--- config.mk ---
export PLATFORM = sky130hd
export DESIGN_NAME = imm_encode
export DESIGN_NICKNAME = d
export VERILOG_FILES = /design/src/rtl/imm_pkg.sv /design/src/rtl/imm_pack.sv /design/src/rtl/imm_encode.sv
export SDC_FILE = /design/constraint.sdc
export NUM_CORES = 1
export LEC_CHECK = 0
export CAP_MARGIN = 20
export CORE_UTILIZATION = 46
export DETAILED_ROUTE_END_ITERATION = 10
export PLACE_DENSITY_LB_ADDON = 0.08
export SYNTH_ARGS = -nofsm -noshare
export SYNTH_HDL_FRONTEND = slang
export SYNTH_SLANG_ARGS = --single-unit
--- constraint.sdc ---
create_clock -name CLK -period 1.3 [get_ports CLK]
set_input_delay 0.195 -clock CLK [delete_from_list [all_inputs] [get_ports CLK]]
set_output_delay 0.195 -clock CLK [all_outputs]
set_load 0.005 [all_outputs]
--- src/rtl/imm_pkg.sv ---
// imm_pkg: shared format codes, widths and pipeline payload for the immediate encoder
package imm_pkg;
  localparam logic [1:0] IMM_I = 2'b00;
  localparam logic [1:0] IMM_S = 2'b01;
  localparam logic [1:0] IMM_B = 2'b10;
  localparam logic [1:0] IMM_J = 2'b11;
  localparam int INSTR_W = 25;
  localparam int IMM_W = 32;
  typedef struct packed {
    logic [INSTR_W-1:0] instr;
    logic               err;
  } beat_t;
endpackage

--- src/rtl/imm_pack.sv ---
// imm_pack: combinational packing of an immediate into instruction bits [31:7] plus range check (check logic present only with IMM_ENCODE_CHECK_EN)
module imm_pack
  import imm_pkg::*;
(
  input  logic [1:0]         immsrc_i,
  input  logic [IMM_W-1:0]   imm_i,
  output logic [INSTR_W-1:0] instr_o,
  output logic               err_o
);
  // Field bits are placed even for out-of-range values, so error beats carry the truncated encoding.
  assign instr_o = immsrc_i == IMM_I ? {imm_i[11:0], 13'b0} :
                   immsrc_i == IMM_S ? {imm_i[11:5], 13'b0, imm_i[4:0]} :
                   immsrc_i == IMM_B ? {imm_i[12], imm_i[10:5], 13'b0, imm_i[4:1], imm_i[11]} :
                                       {imm_i[20], imm_i[10:1], imm_i[11], imm_i[19:12], 5'b0};
`ifdef IMM_ENCODE_CHECK_EN
  logic fit_11, fit_12, fit_20;
  // A value fits when every bit above the top encoded bit copies the sign.
  assign fit_11 = &imm_i[31:11] | ~|imm_i[31:11];
  assign fit_12 = &imm_i[31:12] | ~|imm_i[31:12];
  assign fit_20 = &imm_i[31:20] | ~|imm_i[31:20];
  assign err_o = !immsrc_i[1]       ? !fit_11 :
                 immsrc_i == IMM_B  ? !fit_12 | imm_i[0] :
                                      !fit_20 | imm_i[0];
`else
  logic unused_hi;
  assign unused_hi = ^imm_i[31:21];
  assign err_o = 1'b0;
`endif
endmodule

--- src/rtl/imm_encode.sv ---
// imm_encode: 2-stage valid/ready pipeline encoding immediates into instruction fields; IMM_ENCODE_CHECK_EN enables range errors and the error counter
module imm_encode
  import imm_pkg::*;
(
  input  logic               CLK,
  input  logic               RST,
  input  logic               IN_VALID,
  output logic               IN_READY,
  input  logic [1:0]         IMMSRC,
  input  logic [IMM_W-1:0]   IMM,
  output logic               OUT_VALID,
  input  logic               OUT_READY,
  output logic [INSTR_W-1:0] INSTR,
  output logic               ERR,
  output logic [7:0]         ERR_CNT
);
  logic [INSTR_W-1:0] pack_instr_d;
  logic               pack_err_d;
  beat_t              s1_q, s2_q;
  logic               v1_q, v2_q, adv1, adv2;
  imm_pack u_pack (
    .immsrc_i (IMMSRC),
    .imm_i    (IMM),
    .instr_o  (pack_instr_d),
    .err_o    (pack_err_d)
  );
  assign adv2      = !v2_q || OUT_READY;
  assign adv1      = !v1_q || adv2;
  assign IN_READY  = adv1 && !RST;
  assign OUT_VALID = v2_q;
  assign INSTR     = s2_q.instr;
  assign ERR       = s2_q.err;
  // Stage 1: capture the packed fields and check result of an accepted beat.
  always_ff @(posedge CLK) begin
    if (RST) begin
      v1_q <= 1'b0;
      s1_q <= '0;
    end else if (adv1) begin
      v1_q <= IN_VALID;
      if (IN_VALID) s1_q <= '{instr: pack_instr_d, err: pack_err_d};
    end
  end
  // Stage 2: output register, frozen while downstream stalls a valid beat.
  always_ff @(posedge CLK) begin
    if (RST) begin
      v2_q <= 1'b0;
      s2_q <= '0;
    end else if (adv2) begin
      v2_q <= v1_q;
      if (v1_q) s2_q <= s1_q;
    end
  end
`ifdef IMM_ENCODE_CHECK_EN
  logic [7:0] err_cnt_q;
  // Count delivered error beats, sticking at the maximum.
  always_ff @(posedge CLK) begin
    if (RST) err_cnt_q <= '0;
    else if (v2_q && OUT_READY && s2_q.err && err_cnt_q != 8'hFF) err_cnt_q <= err_cnt_q + 8'd1;
  end
  assign ERR_CNT = err_cnt_q;
`else
  assign ERR_CNT = '0;
`endif
endmodule

== Word-level counts from Yosys, hierarchy flattened ==
Index checks and enable logic that the tools add are counted.
Storage, ports and cells
  word-level logic and storage cells: 18
  memories kept: 0
  memory bits (writable): 0
  bits in read-only memories: 0
  register bits after elaboration: 52
  bits in latches: 0
Operators by class
  bitwise gates (word level): 0
  muxes and demuxes: 3
  equality and inequality tests: 2
  reductions and logical operators: 9
  add/sub/neg operators: 0
  multiply operators: 0
  div/mod/pow operators: 0
  $lt $le $gt $ge: 0
  shift operators: 0
Operator list (number)
  25-bit 2-to-1 mux: 3
  2-bit AND reduction: 2
  1-bit logical NOT: 3
  2-bit by 1-bit == test with 1-bit output, second input constant: 1
  2-bit == test, second input constant: 1
  2-bit logical NOT: 1
  1-bit logical OR: 2
  1-bit logical AND: 1

== Logic depth before layout (Yosys ltp) ==
  depth in word-level cells: 4
  gate-level depth with buffers: 5
  gate-level depth less buffers: 3

== By module ==
A second synthesis with hierarchy kept.
Unflattened totals
  cells, all modules: 288
  area total of the unflattened synthesis: 2590.0 µm²
By module, submodules not included
  imm_encode: times used 1, area an instance 2349.8 µm², cells each 250, seq. area each 1081.0 µm²
  imm_pack: times used 1, area an instance 240.2 µm², cells each 38, seq. area each 0.0 µm²

== Worst setup path before layout ==
Ideal clock, no wire load.
  kind: flip-flop to flip-flop
  start: register v1_q
  end: register s1_q[25] in the netlist's numbering
  stages on the path, launching flop included: 6
  arrival: 955 ps
  setup slack: 223 ps
  setup time: 122 ps
  data required time: 1178 ps
  clock period less this slack: 1077 ps
  path through: dfxtp_1 > buf_6 > and3b_4 > buf_8 > o211ai_1 > o21ai_1
Between the ends
  word-level cells in the longest chain between the ends: 3
Ends and longest elaborated chain
  from (decl): line imm_encode.sv:20  | logic v1_q, v2_q, adv1, adv2;
  from (signal assigned): line imm_encode.sv:36  | v1_q <= 1'b0;
  from (signal assigned): line imm_encode.sv:39  | v1_q <= IN_VALID;
  1-bit logical NOT: line imm_encode.sv:28  | assign adv1 = !v1_q || adv2;
  1-bit logical OR: line imm_encode.sv:28
  2-bit AND reduction (no source line)
  to (signal assigned): line imm_encode.sv:40  | if (IN_VALID) s1_q <= '{instr: pack_instr_d, err: pack_err_d};
  to (decl): line imm_encode.sv:19  | beat_t s1_q, s2_q;
No other way between the ends.
A chain may end at the register's enable or synchronous reset.

== Final worst setup path ==
  start: register v2_q (netlist: OUT_VALID)
  end: output OUT_VALID
RTL lines
  from (decl): line imm_encode.sv:20
  from (signal assigned): line imm_encode.sv:49  | v2_q <= v1_q;
  to (decl): line imm_encode.sv:11  | output logic OUT_VALID,
No word-level cell between the ends.

==> results.yml <==
status:
  outcome: "complete, no violations"
placed_design:
  port_buffers: 53
  placed_area_sq_um: 2900
  place_inst: 375
  gp_congestion: 0.798
  place_ws_ns: -0.358
  hpwl_microns: 3500
cells_and_area:
  nNetsFinal: 358
  fin_cells: 388
  antenna_cells: 0
  n_fill_cell: 457
  synthToLayoutAreaGrowth_pct: 33.9
  postLayoutCellArea_sq_um: 3060
  final_util_pct: 64.4
  drive_gt1_share_pct: 25.9
clocking:
  htreeDepth: 2
  insertion_delay_ns: 0.30
  clockBufferDepth: 2
  cts_tree: "yes"
  clk_pin_slew_ns: 0.09
  cts-root-buf: "clkbuf_8"
  cts_sinks: 52
  holdBufCountCts: 0
  numCtsBuffers: 5
yosys:
  ys_types: 38
  synth.largest_area_cell: "dfxtp_1"
  synthFlopType: "dfxtp_1"
  avgSynthCellArea_sq_um: 8.76
  synth_area_sq_um: 2290
  async_flop_share_pct: 0
  synth_top_cell_area_share_pct: 45.5
  synth_cells: 261
  ys_seq_area_share_pct: 45.5
  ys_warn_count: 0
  synth_edf_count: 0
  synth-seq-cells: 52
  yosys-top-cells-area: "dfxtp_1, a21oi_1, o21ai_2"
routing:
  viasPerCell: 5.16
  wl_per_cell_microns: 12.8
  wirelength_microns: 4960
  drc: 0
  drt_pass1_iterations: 7
  drt_iter0_markers: 128
  ant_nets: 0
  vias: 2001
pwr:
  p_total_mw: 3.15
  power_density_nw_per_um2: 1030
  p_leak_nw: 1.22
  vdd_drop_max_uv: 657
grt:
  grt_pass1_wl_microns: 8140
  grt_usage_pct: 20.0
  grt_pass1_vias: 1652
  grt_antenna_before_repair: 0
  grt_max_degree: 31
  grt-ovfl-total: 0
hold_path:
  hold_end: "s1_q[19]$_SDFFE_PP0P_"
  hold_class: "primary input to flop"
  min-delay-start: "IMM[5]"
  min_delay_path_depth: 3
floorplan:
  start_util_pct: 48.1
  die_x_microns: 72.5
  ioPinCount: 74
  coreArea_sq_um: 4750
  dieArea_sq_um: 5260
  rows: 25
  die_y_microns: 72.5
critical_path:
  path_class: "flop to primary output"
  critPathRequiredTime_ns: 1.11
  critPathMaxFanout: 4
  regToRegStartpoint: "OUT_VALID$_SDFFE_PP0P_"
  r2r_slack_ns: 0.08
  setup.worst_path.end_class: "primary output"
  r2r_cells: 5
  reg2reg_to: "s1_q[12]$_SDFFE_PP0P_"
  start_kind: "flop"
  critical_path_arrival_ns: 1.03
sta:
  slew_violations: 0
  clock_skew_ns: 0.0114
  hold_slack_ns: 0.447
  layout_setup_ws_ns: 0.0799
  tns_ns: 0
  hold_viol: 0
  final-setup-viol-count: 0
  fin_crit_sh_pct: 93.9
  clock.fmax_ghz: 0.820
  rsz0062_at_grt: "no"
  period_minus_slack_ns: 1.22
flow_run:
  drv_cap: 0
## timing repair
action / 4_1_cts / 5_1_grt
buffers inserted: 0 / 5
pin swaps: 0 / 1
endpoints found under the setup margin: 31 / 16
gates resized for setup: 53 / 5
endpoints found under the hold margin: 0 / 0
## synth_stat cells (2+ instances only)
master    instances
nand3b_1          2
dfxtp_1          52
nor2b_1           4
buf_4            14
a21oi_1          35
inv_1             2
a21oi_2           4
nand2_1          12
buf_6             2
buf_2            12
clkbuf_1          4
buf_1             2
nand4_1          16
o21ai_0          29
nand3_1          31
o21ai_2          18
## worst max-delay path: stages (launching register included)
cell and delay [ns]:
dfxtp_2 0.33, buf_4 0.14, dlygate4sd2_1 0.26
## routing by layer
layer  global-route usage (%)  wire length, microns  vias up
li1                         -                     -     1033
met1                     31.7                  2710      916
met2                     26.8                  2010       48
met3                     4.58                   190        4
met4                     5.23                    46        0
met5                        0                     0        -
## flip-flops by register name, indices dropped and copies added, names as in the netlist
register,count
INSTR,25
OUT_VALID,1
s1_q,25
v1_q,1
## power by group
part | internal (mW) | switching (mW) | total [mW] | leakage, nW
Clock | 0.572 | 0.504 | 1.08 | 0.0552
Sequential | 1.65 | 0.0320 | 1.68 | 0.433
Combinational | 0.199 | 0.196 | 0.395 | 0.735
## layout by cell type (no fill, tap or decap), types with 2 or more instances in the layout
cell,instances
a21oi_2,4
buf_4,21
a21oi_1,35
clkdlybuf4s50_1,25
nand3b_1,2
nor2b_1,4
buf_6,2
o21ai_2,18
dfxtp_1,31
buf_12,4
o21ai_0,29
conb_1,9
nand3_1,31
dfxtp_2,21
nand2_1,12
dlygate4sd2_1,26
clkbuf_8,5
nand4_1,16
inv_1,2
## worst max-delay path by stage
stage | start | to | slack [ns] | cells past startpoint
2_1_floorplan | v1_q$_SDFFE_PP0P_ | s1_q[25]$_SDFFE_PP0P_ | 0.22 | 5
3_3_place_gp | OUT_READY | IN_READY | -0.34 | 4
3_5_place_dp | OUT_READY | IN_READY | -0.36 | 4
4_1_cts | OUT_READY | s1_q[12]$_SDFFE_PP0P_ | 0.02 | 6
5_1_grt | v1_q$_SDFFE_PP0P_ | INSTR[6]$_SDFFE_PP0P_ | 0.006 | 4
6_report | OUT_VALID$_SDFFE_PP0P_ | OUT_VALID | 0.08 | 2
## area by class of cell
cell class / count / area, sq um / share of cell area (%)
Clock inverter: 2 / 35.0 / 1.14
Timing Repair Buffer: 80 / 756 / 24.7
Multi-Input combinational cell: 178 / 1040 / 33.8
Sequential cell: 52 / 1070 / 34.9
Clock buffer: 6 / 72.6 / 2.37
Inverter: 3 / 11.3 / 0.368
Tap cell: 67 / 83.8 / 2.74
## logic make-up (layout without fill, tap and decap cells)
group	count (synthesis)	after routing	share of synthesized area [%]
flip-flops	52	52	45.5
AO/OA/AOI/OAI	92	92	24.3
XOR/XNOR	2	2	0.766
other	1	9	0.164
buffers and inverters	39	91	10.6
AND/OR/NAND/NOR	74	74	18.2
multiplexers	1	1	0.438
No activity file was read; power rests on OpenSTA's default activity.
